## src/rtl/ahb_pkg.sv

```systemverilog
`default_nettype none
// ============================================================================
// Module   : ahb_pkg
// Purpose  : Shared AHB-Lite encodings and defaults for the data-side arbiter.
// Revision : 1.0 - initial release
// ============================================================================
package ahb_pkg;

  localparam int AHB_AW = 32;
  localparam int AHB_DW = 32;

  localparam logic [1:0] HTRANS_IDLE   = 2'b00;
  localparam logic [1:0] HTRANS_BUSY   = 2'b01;
  localparam logic [1:0] HTRANS_NONSEQ = 2'b10;
  localparam logic [1:0] HTRANS_SEQ    = 2'b11;

  localparam logic [2:0] HSIZE_BYTE = 3'b000;
  localparam logic [2:0] HSIZE_HALF = 3'b001;
  localparam logic [2:0] HSIZE_WORD = 3'b010;

  typedef enum logic {
    GRANT_M0 = 1'b0,
    GRANT_M1 = 1'b1
  } master_e;

  // SEQ is handled exactly like NONSEQ, so bursts are re-arbitrated per beat.
  function automatic logic htrans_is_xfer(input logic [1:0] t);
    return (t == HTRANS_NONSEQ) || (t == HTRANS_SEQ);
  endfunction

endpackage
`default_nettype wire

```

## src/rtl/ahb_pend_slot.sv

```systemverilog
`default_nettype none
// ============================================================================
// Module   : ahb_pend_slot
// Purpose  : One-entry address-phase holding slot; forwards the held transfer
//            while valid, otherwise the live master inputs.
// Revision : 1.0 - initial release
// ============================================================================
module ahb_pend_slot
  import ahb_pkg::*;
#(
  parameter int AW = AHB_AW
) (
  input  logic          clk,
  input  logic          rst_n,
  input  logic          i_capture,
  input  logic          i_clear,
  input  logic [AW-1:0] i_haddr,
  input  logic          i_hwrite,
  input  logic [2:0]    i_hsize,
  input  logic [2:0]    i_hburst,
  input  logic [3:0]    i_hprot,
  output logic          o_pend_v,
  output logic [AW-1:0] o_haddr,
  output logic          o_hwrite,
  output logic [2:0]    o_hsize,
  output logic [2:0]    o_hburst,
  output logic [3:0]    o_hprot
);

  logic          r_pend_v;
  logic [AW-1:0] r_haddr;
  logic          r_hwrite;
  logic [2:0]    r_hsize;
  logic [2:0]    r_hburst;
  logic [3:0]    r_hprot;

  always_ff @(posedge clk or negedge rst_n) begin
    if (!rst_n) begin
      r_pend_v <= 1'b0;
      r_haddr  <= '0;
      r_hwrite <= 1'b0;
      r_hsize  <= '0;
      r_hburst <= '0;
      r_hprot  <= '0;
    end else if (i_clear) begin
      r_pend_v <= 1'b0;
    end else if (i_capture) begin
      r_pend_v <= 1'b1;
      r_haddr  <= i_haddr;
      r_hwrite <= i_hwrite;
      r_hsize  <= i_hsize;
      r_hburst <= i_hburst;
      r_hprot  <= i_hprot;
    end
  end

  assign o_pend_v = r_pend_v;
  assign o_haddr  = r_pend_v ? r_haddr  : i_haddr;
  assign o_hwrite = r_pend_v ? r_hwrite : i_hwrite;
  assign o_hsize  = r_pend_v ? r_hsize  : i_hsize;
  assign o_hburst = r_pend_v ? r_hburst : i_hburst;
  assign o_hprot  = r_pend_v ? r_hprot  : i_hprot;

endmodule
`default_nettype wire

```

## src/rtl/ahb_d_arbiter.sv

```systemverilog
`default_nettype none
// ============================================================================
// Module   : ahb_d_arbiter
// Purpose  : Two-master AHB-Lite arbiter (core data port M0, SD DMA M1) onto
//            one data-side slave; fixed M0 priority with bounded M1 wait.
// Revision : 1.0 - initial release
// ============================================================================
module ahb_d_arbiter
  import ahb_pkg::*;
#(
  parameter int AW       = AHB_AW,
  parameter int DW       = AHB_DW,
  parameter int MAX_WAIT = 4
) (
  input  logic          clk,
  input  logic          rst_n,
  // Master 0 (core data port)
  input  logic [AW-1:0] i_m0_haddr,
  input  logic [1:0]    i_m0_htrans,
  input  logic          i_m0_hwrite,
  input  logic [2:0]    i_m0_hsize,
  input  logic [2:0]    i_m0_hburst,
  input  logic [3:0]    i_m0_hprot,
  input  logic [DW-1:0] i_m0_hwdata,
  output logic          o_m0_hready,
  output logic [DW-1:0] o_m0_hrdata,
  output logic          o_m0_hresp,
  // Master 1 (SD DMA)
  input  logic [AW-1:0] i_m1_haddr,
  input  logic [1:0]    i_m1_htrans,
  input  logic          i_m1_hwrite,
  input  logic [2:0]    i_m1_hsize,
  input  logic [2:0]    i_m1_hburst,
  input  logic [3:0]    i_m1_hprot,
  input  logic [DW-1:0] i_m1_hwdata,
  output logic          o_m1_hready,
  output logic [DW-1:0] o_m1_hrdata,
  output logic          o_m1_hresp,
  // Slave
  output logic [AW-1:0] o_s_haddr,
  output logic [1:0]    o_s_htrans,
  output logic          o_s_hwrite,
  output logic [2:0]    o_s_hsize,
  output logic [2:0]    o_s_hburst,
  output logic [3:0]    o_s_hprot,
  output logic [DW-1:0] o_s_hwdata,
  input  logic          i_s_hready,
  input  logic [DW-1:0] i_s_hrdata,
  input  logic          i_s_hresp
);

  localparam int              c_cnt_w    = $clog2(MAX_WAIT + 1);
  localparam logic [c_cnt_w-1:0] c_wait_max = c_cnt_w'(MAX_WAIT);

  // Data-phase ownership and anti-starvation state
  logic               r_dp_act;
  master_e            r_dp_sel;
  logic [c_cnt_w-1:0] r_wait_cnt;

  // Address/control of the most recent grant, held on the bus while stalled
  logic [AW-1:0] r_last_haddr;
  logic          r_last_hwrite;
  logic [2:0]    r_last_hsize;
  logic [2:0]    r_last_hburst;
  logic [3:0]    r_last_hprot;

  logic          w_pend_v0,    w_pend_v1;
  logic [AW-1:0] w_src0_haddr, w_src1_haddr;
  logic          w_src0_hwrite, w_src1_hwrite;
  logic [2:0]    w_src0_hsize, w_src1_hsize;
  logic [2:0]    w_src0_hburst, w_src1_hburst;
  logic [3:0]    w_src0_hprot, w_src1_hprot;

  logic w_m0_hready, w_m1_hready;
  logic w_live0, w_live1;
  logic w_req0, w_req1;
  logic w_grant0, w_grant1, w_any_grant;
  logic w_wait_full;
  master_e w_gsel;

  logic [AW-1:0] w_g_haddr;
  logic          w_g_hwrite;
  logic [2:0]    w_g_hsize;
  logic [2:0]    w_g_hburst;
  logic [3:0]    w_g_hprot;

  // A master only stalls while its slot is full or its own data phase waits
  assign w_m0_hready = ~w_pend_v0 &
                       ((r_dp_act && r_dp_sel == GRANT_M0) ? i_s_hready : 1'b1);
  assign w_m1_hready = ~w_pend_v1 &
                       ((r_dp_act && r_dp_sel == GRANT_M1) ? i_s_hready : 1'b1);

  // Gating with rst_n keeps the slave quiet while reset is held
  assign w_live0 = rst_n & htrans_is_xfer(i_m0_htrans) & w_m0_hready;
  assign w_live1 = rst_n & htrans_is_xfer(i_m1_htrans) & w_m1_hready;
  assign w_req0  = w_pend_v0 | w_live0;
  assign w_req1  = w_pend_v1 | w_live1;

  assign w_wait_full = (r_wait_cnt == c_wait_max);
  assign w_grant1    = i_s_hready & w_req1 & (~w_req0 | w_wait_full);
  assign w_grant0    = i_s_hready & w_req0 & ~w_grant1;
  assign w_any_grant = w_grant0 | w_grant1;
  assign w_gsel      = w_grant1 ? GRANT_M1 : GRANT_M0;

  ahb_pend_slot #(.AW(AW)) u_slot0 (
    .clk       (clk),
    .rst_n     (rst_n),
    .i_capture (w_live0 & ~w_grant0),
    .i_clear   (w_grant0),
    .i_haddr   (i_m0_haddr),
    .i_hwrite  (i_m0_hwrite),
    .i_hsize   (i_m0_hsize),
    .i_hburst  (i_m0_hburst),
    .i_hprot   (i_m0_hprot),
    .o_pend_v  (w_pend_v0),
    .o_haddr   (w_src0_haddr),
    .o_hwrite  (w_src0_hwrite),
    .o_hsize   (w_src0_hsize),
    .o_hburst  (w_src0_hburst),
    .o_hprot   (w_src0_hprot)
  );

  ahb_pend_slot #(.AW(AW)) u_slot1 (
    .clk       (clk),
    .rst_n     (rst_n),
    .i_capture (w_live1 & ~w_grant1),
    .i_clear   (w_grant1),
    .i_haddr   (i_m1_haddr),
    .i_hwrite  (i_m1_hwrite),
    .i_hsize   (i_m1_hsize),
    .i_hburst  (i_m1_hburst),
    .i_hprot   (i_m1_hprot),
    .o_pend_v  (w_pend_v1),
    .o_haddr   (w_src1_haddr),
    .o_hwrite  (w_src1_hwrite),
    .o_hsize   (w_src1_hsize),
    .o_hburst  (w_src1_hburst),
    .o_hprot   (w_src1_hprot)
  );

  assign w_g_haddr  = w_grant1 ? w_src1_haddr  : w_src0_haddr;
  assign w_g_hwrite = w_grant1 ? w_src1_hwrite : w_src0_hwrite;
  assign w_g_hsize  = w_grant1 ? w_src1_hsize  : w_src0_hsize;
  assign w_g_hburst = w_grant1 ? w_src1_hburst : w_src0_hburst;
  assign w_g_hprot  = w_grant1 ? w_src1_hprot  : w_src0_hprot;

  always_ff @(posedge clk or negedge rst_n) begin
    if (!rst_n) begin
      r_dp_act      <= 1'b0;
      r_dp_sel      <= GRANT_M0;
      r_wait_cnt    <= '0;
      r_last_haddr  <= '0;
      r_last_hwrite <= 1'b0;
      r_last_hsize  <= '0;
      r_last_hburst <= '0;
      r_last_hprot  <= '0;
    end else if (i_s_hready) begin
      r_dp_act <= w_any_grant;
      if (w_any_grant) begin
        r_dp_sel      <= w_gsel;
        r_last_haddr  <= w_g_haddr;
        r_last_hwrite <= w_g_hwrite;
        r_last_hsize  <= w_g_hsize;
        r_last_hburst <= w_g_hburst;
        r_last_hprot  <= w_g_hprot;
      end
      if (w_grant1 || !w_req1) begin
        r_wait_cnt <= '0;
      end else if (w_grant0 && !w_wait_full) begin
        r_wait_cnt <= r_wait_cnt + 1'b1;
      end
    end
  end

  assign o_s_htrans = w_any_grant ? HTRANS_NONSEQ : HTRANS_IDLE;
  assign o_s_haddr  = w_any_grant ? w_g_haddr  : r_last_haddr;
  assign o_s_hwrite = w_any_grant ? w_g_hwrite : r_last_hwrite;
  assign o_s_hsize  = w_any_grant ? w_g_hsize  : r_last_hsize;
  assign o_s_hburst = w_any_grant ? w_g_hburst : r_last_hburst;
  assign o_s_hprot  = w_any_grant ? w_g_hprot  : r_last_hprot;

  assign o_s_hwdata = (r_dp_sel == GRANT_M1) ? i_m1_hwdata : i_m0_hwdata;

  assign o_m0_hready = w_m0_hready;
  assign o_m1_hready = w_m1_hready;
  assign o_m0_hrdata = i_s_hrdata;
  assign o_m1_hrdata = i_s_hrdata;
  assign o_m0_hresp  = r_dp_act & (r_dp_sel == GRANT_M0) & i_s_hresp;
  assign o_m1_hresp  = r_dp_act & (r_dp_sel == GRANT_M1) & i_s_hresp;

endmodule
`default_nettype wire

```

## config.mk

```make
export PLATFORM = sky130hd
export DESIGN_NAME = ahb_d_arbiter
export DESIGN_NICKNAME = d
export VERILOG_FILES = /design/src/rtl/ahb_pkg.sv /design/src/rtl/ahb_pend_slot.sv /design/src/rtl/ahb_d_arbiter.sv
export SDC_FILE = /design/constraint.sdc
export NUM_CORES = 1
export LEC_CHECK = 0
export BUFFER_PORTS_ARGS = -buffer_cell sky130_fd_sc_hd__buf_2
export CORE_ASPECT_RATIO = 0.9
export CORE_MARGIN = 2
export CORE_UTILIZATION = 50
export CTS_BUF_LIST = sky130_fd_sc_hd__clkbuf_8
export DETAILED_ROUTE_END_ITERATION = 10
export PLACE_DENSITY = 0.84
export SKIP_LAST_GASP = 1
export SYNTH_ARGS = -nofsm -noshare
export SYNTH_HDL_FRONTEND = slang
export SYNTH_SLANG_ARGS = --single-unit
```

## constraint.sdc

```tcl
create_clock -name clk -period 1.9 [get_ports clk]
set_input_delay 0.095 -clock clk [delete_from_list [all_inputs] [get_ports clk]]
set_output_delay 0.095 -clock clk [all_outputs]
set_load 0.03 [all_outputs]
```

==> results by group, run 1 <==
Status
  • Run status: complete, but fails checks
  • Violated checks: negative setup slack

Routing
  • Total wire length: 33300 um
  • Total number of vias: 7459
  • Remaining number of nets flagged by the antenna check after routing: 0
  • Drt via density: 6.51
  • Avg WL per Cell: 29.1 um
  • DRC violation count after routing: 0
  • Initial DRT Pass Iterations: 5
  • Number of design-rule violations left by the first detailed-router iteration: 585

Logic synthesis
  • Synth Flop Type: sky130_fd_sc_hd__dfrtp_1
  • Cell with the most instances after synthesis: sky130_fd_sc_hd__dfrtp_1
  • Number of enable flip-flop cells after synthesis: 0
  • Flops & latches, synth: 136
  • Netlist area before placement: 7730 um2
  • Area leader, netlist: sky130_fd_sc_hd__dfrtp_1
  • Library cells used by synthesis: 35
  • Yosys warns: 0
  • Average size of a mapped cell: 12.4 um2
  • Largest cells by area after synthesis: sky130_fd_sc_hd__dfrtp_1 44%, sky130_fd_sc_hd__mux2i_1 11%, sky130_fd_sc_hd__o221ai_1 9.1%, sky130_fd_sc_hd__mux2_4 7.8%, sky130_fd_sc_hd__buf_4 6.6%
  • Post-synth top area share: 44.0%
  • Cells after synthesis: 624
  • FFs w/ async S/R, synth: 100%
  • Register area share after synthesis: 44.0%
  • Syn Nets: 816
  • List of most frequent post-synthesis cells: 136 x sky130_fd_sc_hd__dfrtp_1, 83 x sky130_fd_sc_hd__mux2i_1, 80 x sky130_fd_sc_hd__o221ai_1, 68 x sky130_fd_sc_hd__buf_4, 46 x sky130_fd_sc_hd__nand2_1

Global route
  • Fraction of met3 tracks used by global routing: 11.3%
  • Met2 routing resource usage after global routing: 62.8%
  • Pin count of the biggest net entering global routing: 136
  • Overall track demand over capacity in global routing: 35.6%
  • Grt peak-use layer: met2
  • Number of global-route vias before repair: 7450
  • Initial antenna violation count: 0
  • First-pass GRT wire length: 43700 um
  • Leftover overflow at the end of global routing: 0
  • Met1 Use GR: 39.6%

CTS
  • Number of buffers on the longest clock path: 2
  • Clock Sinks: 136
  • Clock latency at the later pin of the worst-skew pair: 0.46 ns
  • TritonCTS clock tree: built
  • Number of levels the H-tree was split into: 4
  • Number of buffers created by CTS: 17
  • Clock Tree Root: sky130_fd_sc_hd__clkbuf_8
  • Reg clk slew, reported paths: 0.08 ns

Timing
  • Final worst-path cycle share: 121%
  • Final worst-path setup slack: -0.395 ns
  • Final worst path period need: 2.30 ns
  • Clock Skew: 0.0165 ns
  • Number of endpoints failing setup at the final stage: 87
  • Final-report max-slew violation count: 0
  • Number of endpoints with negative hold slack in the final report: 0
  • Actual transition at the worst max-transition pin: 0.717 ns
  • FMAX: 436 MHz
  • Unrepaired setup endpoints after global routing: yes
  • Worst slew margin: 52.2%

Setup path
  • Worst setup path startpoint: r_wait_cnt[1]
  • Setup slack, reg-to-reg: -0.11 ns
  • Worst reg2reg endpoint: u_slot1.r_haddr[13]
  • Arrival time worst endpoint: 2.20 ns
  • Reg2reg start: r_wait_cnt[1]
  • FF-to-FF path depth: 9
  • Cell seen most often among critical-path stages: sky130_fd_sc_hd__buf_6
  • Worst setup path endpoint: o_s_haddr[10]
  • Slowest CP cell: sky130_fd_sc_hd__dfrtp_1
  • Required time at the worst-slack endpoint: 1.80 ns
  • Kind of capture point of the worst setup path: primary output
  • Maximum fanout along the worst path: 6
  • Worst setup SP type: register
  • Critical Path, Cell by Cell: inv_2 > ha_4 > buf_6 > and2_4 > o21ai_4 > buf_6 > clkbuf_16 > o221ai_4 > buf_6
  • Largest stage delay on the critical path: 0.38 ns
  • Crit Path Category: reg2out

Placement
  • Routability congestion estimate from global placement: 0.816
  • Pre-CTS WS: -0.0305 ns
  • Post-Place Cell Area: 8750 um2
  • Number of buffer cells added on primary ports: 235
  • Detailed placer's ending HPWL: 15700 um

Floorplanning
  • Total core area: 15300 um2
  • Starting utilization of the core area: 50.6%
  • Area enclosed by the die boundary: 16500 um2
  • Placement Rows: 43
  • DIE HEIGHT: 122 um
  • Die W: 135 um
  • Number of top-level pins: 335

Cells and area
  • Area growth from synthesis to layout: 47.4%
  • Ratio of cells with drive above 1 in the final layout: 51.7%
  • Design Area, Final: 11400 um2
  • Number of nets in the layout: 1122
  • Filler cells: 831
  • Count of antenna diodes in the layout: 0

Run
  • Maximum Capacitance Violations: 0

Pwr
  • Leak pwr: 0.00535 uW
  • Total design power: 16400 uW
  • Max VDD drop: 1.10 mV
  • Power per standard cell area: 1440 nW/um2

Worst hold path
  • Type of the worst min-delay path: in2reg
-- report_power, final --
part / switching (uW) / internal, uW / total (uW)
Combinational: 4810 / 4070 / 8890
Sequential: 963 / 4230 / 5190
Clock: 1210 / 1130 / 2330
-- critical path: cells and delay by family, from the launching register on --
kind	cells	cell delay, ns
fa+ha+maj	1	0.17
compound gates	2	0.34
flops	1	0.38
simple gates	1	0.14
buf+inv	5	0.71
-- final cells by class --
class                           instances  area, um2  area share, %
Multi-Input combinational cell        373       4040           35.4
Sequential cell                       136       3410           29.9
Timing Repair Buffer                  398       3330           29.2
Tap cell                              202        253           2.22
Clock buffer                           17        234           2.05
Clock inverter                         15        124           1.09
Inverter                                4       15.0          0.132
-- flip-flops by register name, summed over array words and instances (netlist names), 3 cells and up --
signal	cells
r_last_haddr	32
u_slot0.r_haddr	32
u_slot1.r_haddr	32
r_last_hprot	4
u_slot0.r_hprot	4
u_slot1.r_hprot	4
r_last_hburst	3
r_last_hsize	3
r_wait_cnt	3
u_slot0.r_hburst	3
u_slot0.r_hsize	3
u_slot1.r_hburst	3
u_slot1.r_hsize	3
-- stage by stage --
| step | hold slack (ns) | utilization, % | TNS [ns] | std cells |
|---|---|---|---|---|
| 2_1_floorplan | -0.201 | - | 0 | 624 |
| 3_3_place_gp | -0.0890 | 57.3 | -0.119 | 976 |
| 3_5_place_dp | -0.0888 | 57.3 | -0.212 | 976 |
| 4_1_cts | 0.0256 | 71.7 | -11.60 | 1131 |
| 5_1_grt | 0.0377 | 74.6 | -24.14 | 1145 |
| 6_report | 0.0381 | 74.6 | -17.96 | 1145 |
-- kinds of logic (layout without fill, tap and decap cells) --
| group | count (synthesis) | after routing | synth area share, % |
|---|---|---|---|
| multiplexers | 204 | 204 | 30.3 |
| flip-flops | 136 | 136 | 44.0 |
| buffers and inverters | 115 | 434 | 10.1 |
| AO/OA/AOI/OAI | 108 | 108 | 11.6 |
| AND/OR/NAND/NOR | 58 | 58 | 3.61 |
| adder cells (fa/ha/maj) | 2 | 2 | 0.324 |
| other | 1 | 1 | 0.0485 |
-- worst min-delay path by stage --
| stage | start | end | slack (ns) | cells after the start |
|---|---|---|---|---|
| 2_1_floorplan | rst_n | r_dp_act | -0.20 | 0 |
| 3_3_place_gp | rst_n | u_slot1.o_pend_v | -0.09 | 1 |
| 3_5_place_dp | rst_n | u_slot1.o_pend_v | -0.09 | 1 |
| 4_1_cts | i_s_hready | r_dp_act | 0.03 | 3 |
| 5_1_grt | i_s_hready | r_dp_act | 0.04 | 3 |
| 6_report | i_s_hready | r_dp_act | 0.04 | 3 |
-- per-layer routing --
layer  part of all wire, %  vias to the layer above
li1                      -                     2914
met1                    34                     3657
met2                    50                      677
met3                    10                      209
met4                   6.5                        2
met5                  0.11                        -
-- placed cells by master (no fill, tap or decap), types with 2 or more instances in the layout --
master,instances
sky130_fd_sc_hd__buf_6,43
sky130_fd_sc_hd__and2_4,2
sky130_fd_sc_hd__dfrtp_2,2
sky130_fd_sc_hd__o221ai_1,40
sky130_fd_sc_hd__inv_2,3
sky130_fd_sc_hd__mux2_4,41
sky130_fd_sc_hd__dlygate4sd3_1,87
sky130_fd_sc_hd__a21oi_1,4
sky130_fd_sc_hd__nor2_1,2
sky130_fd_sc_hd__a21o_4,2
sky130_fd_sc_hd__inv_1,7
sky130_fd_sc_hd__buf_12,16
sky130_fd_sc_hd__bufbuf_16,3
sky130_fd_sc_hd__mux2i_1,82
sky130_fd_sc_hd__clkbuf_8,17
sky130_fd_sc_hd__a21oi_2,3
sky130_fd_sc_hd__buf_16,4
sky130_fd_sc_hd__clkbuf_16,4
sky130_fd_sc_hd__o22ai_4,2
sky130_fd_sc_hd__nand4_4,2
sky130_fd_sc_hd__o21ai_0,3
sky130_fd_sc_hd__o221ai_2,31
sky130_fd_sc_hd__buf_2,189
sky130_fd_sc_hd__mux2_2,40
sky130_fd_sc_hd__buf_4,51
sky130_fd_sc_hd__mux2_1,40
sky130_fd_sc_hd__nand4_1,2
sky130_fd_sc_hd__dfrtp_1,134
sky130_fd_sc_hd__o21ai_4,3
sky130_fd_sc_hd__nand2_1,45
sky130_fd_sc_hd__o221ai_4,9
sky130_fd_sc_hd__clkinv_2,5
sky130_fd_sc_hd__bufinv_16,2
-- repair_timing --
action                     4_1_cts  5_1_grt
setup endpoints to repair       75      147
buffers inserted                26       14
resized for setup              121       62
hold buffers                    87        0
hold endpoints to repair       235        0
pin swaps                       12        7
gates cloned                    10        4
Power figures use the tool's default switching activity.
==> run 2, diff against run 1 <==
Settings changed: REMOVE_ABC_BUFFERS set to 1.
==> results by group, run 2 (synthesis results as in run 1) <==
Global route
  • Leftover overflow at the end of global routing: 0
  • Number of global-route vias before repair: 7063
  • Pin count of the biggest net entering global routing: 135
  • Overall track demand over capacity in global routing: 34.0%
  • First-pass GRT wire length: 41400 um
  • Initial antenna violation count: 3

Timing
  • Final-report max-slew violation count: 0
  • Clock Skew: 0.0292 ns
  • Final worst-path setup slack: -0.373 ns
  • Number of endpoints failing setup at the final stage: 87
  • FMAX: 440 MHz
  • Unrepaired setup endpoints after global routing: yes
  • Actual transition at the worst max-transition pin: 0.737 ns
  • Worst slew margin: 50.9%
  • Final worst path period need: 2.27 ns
  • Number of endpoints with negative hold slack in the final report: 0
  • Final worst-path cycle share: 120%
  • Worst-case hold slack: 0.0646 ns

Status
  • Run status: complete, but fails checks
  • Violated checks: negative setup slack

CTS
  • Clock latency at the later pin of the worst-skew pair: 0.46 ns
  • Reg clk slew, reported paths: 0.08 ns
  • TritonCTS clock tree: built
  • Clock Tree Root: sky130_fd_sc_hd__clkbuf_8
  • Clock Sinks: 136
  • Number of buffers created by CTS: 17
  • Number of buffers on the longest clock path: 2
  • Number of levels the H-tree was split into: 4

Placement
  • Number of buffer cells added on primary ports: 235
  • Placed Cells incl. Taps: 991
  • Routability congestion estimate from global placement: 0.743
  • Pre-CTS WS: -0.00983 ns
  • Detailed placer's ending HPWL: 17500 um

Routing
  • DRC violation count after routing: 0
  • Avg WL per Cell: 27.0 um
  • Remaining number of nets flagged by the antenna check after routing: 0
  • Total number of vias: 7111
  • Number of design-rule violations left by the first detailed-router iteration: 530
  • Drt via density: 6.20
  • Initial DRT Pass Iterations: 5
  • Total wire length: 31000 um

Cells and area
  • End-of-flow core utilization: 73.1%
  • Ratio of cells with drive above 1 in the final layout: 53.3%
  • Leading registers by flop count: r_last_haddr: 32 flops, u_slot0.r_haddr: 32 flops, u_slot1.r_haddr: 32 flops
  • Number of nets in the layout: 1121
  • Filler-free cell count of the finished design: 1147
  • Most frequent cells in the layout: 190 x sky130_fd_sc_hd__buf_2, 134 x sky130_fd_sc_hd__dfrtp_1, 87 x sky130_fd_sc_hd__dlygate4sd3_1, 81 x sky130_fd_sc_hd__mux2i_1, 80 x sky130_fd_sc_hd__mux2_4
  • Most common library cell in the layout ignoring fill and taps: sky130_fd_sc_hd__buf_2
  • Area growth from synthesis to layout: 44.5%

Setup path
  • Arrival time worst endpoint: 2.18 ns
  • Setup slack, reg-to-reg: -0.08 ns
  • Required time at the worst-slack endpoint: 1.80 ns
  • Worst setup SP type: register
  • Maximum fanout along the worst path: 10
  • Crit Path Category: reg2out
  • Kind of capture point of the worst setup path: primary output

Pwr
  • Clock share of power: 16.2%
  • Max VDD drop: 0.944 mV
  • Flop pwr share: 32.1%
  • Switching component of the power: 6310 uW
  • Combinational fraction of design power: 51.8%
  • Internal Dissipation: 9380 uW
  • Proportion of total power due to net switching: 40.2%
  • Power per standard cell area: 1400 nW/um2
  • Leak pwr: 0.00545 uW

Floorplanning
  • Number of top-level pins: 335
  • Starting utilization of the core area: 50.6%
  • Die W: 135 um
  • DIE HEIGHT: 122 um
  • Area enclosed by the die boundary: 16500 um2
  • Total core area: 15300 um2
  • Placement Rows: 43

Run
  • Maximum Capacitance Violations: 0

Worst hold path
  • Type of the worst min-delay path: in2reg
## run 2: worst max-delay path, cell delays in order (launching register included)
cell and delay (ns):
sky130_fd_sc_hd__dfrtp_1 0.40, sky130_fd_sc_hd__nor3b_4 0.16, sky130_fd_sc_hd__o21ba_4 0.22, sky130_fd_sc_hd__o21ai_4 0.25, sky130_fd_sc_hd__clkbuf_16 0.21, sky130_fd_sc_hd__buf_12 0.13
sky130_fd_sc_hd__o221ai_1 0.14, sky130_fd_sc_hd__buf_4 0.21
## run 2: metal layers
metal	vias to the layer above	GRT usage [%]	share of wire, %
li1	2901	-	-
met1	3517	36.9	35
met2	565	55.4	48
met3	124	18.6	13
met4	4	12.8	4.0
met5	-	8.02	0.37
## run 2: through the flow
step | TNS (ns) | cell area [um2] | total power [uW]
after floorplan | -433.10 | 6970 | 9220
after global placement | -0.0145 | 8870 | 11000
after detailed placement | -0.00983 | 8870 | 11200
after CTS | -11.92 | 10500 | 14300
after global routing | -21.92 | 11200 | 16300
final | -15.26 | 11200 | 15700
## run 2: worst paths after layout
kind	from	endpoint	cells after the start
max in group asynchronous	rst_n	r_last_haddr[0]	3
hold reg to reg	r_last_haddr[11]	r_last_haddr[11]	2
min in group asynchronous	rst_n	u_slot1.o_pend_v	2
setup reg to reg	r_wait_cnt[0]	u_slot0.r_haddr[2]	10
setup / recovery	r_dp_act	o_s_haddr[21]	7
hold / removal	i_s_hready	r_dp_act	3
## run 2: layout make-up
| class | count | area (um2) |
|---|---|---|
| Clock inverter | 14 | 160 |
| Inverter | 4 | 17.5 |
| Fill cell | 943 | 4110 |
| Tap cell | 202 | 253 |
| Sequential cell | 136 | 3410 |
| Antenna cell | 3 | 7.51 |
| Clock buffer | 18 | 248 |
| Multi-Input combinational cell | 373 | 3880 |
| Timing Repair Buffer | 397 | 3200 |
## run 2: repair_timing
item                       CTS  global route
resized for setup           61           118
hold endpoints to repair   243             0
pin swaps                    5             5
hold buffers                87             0
setup buffers               13            12
setup endpoints to repair   76            95
cloned                       3             9
## run 2: power groups by stage
stage	clock [uW]	combinational (uW)	sequential [uW]
finish	2540	8130	5030
global route	2650	8490	5120
detailed placement	0	6330	4880
global placement	0	6160	4800
CTS	2530	6930	4860
floorplan	0	4290	4930
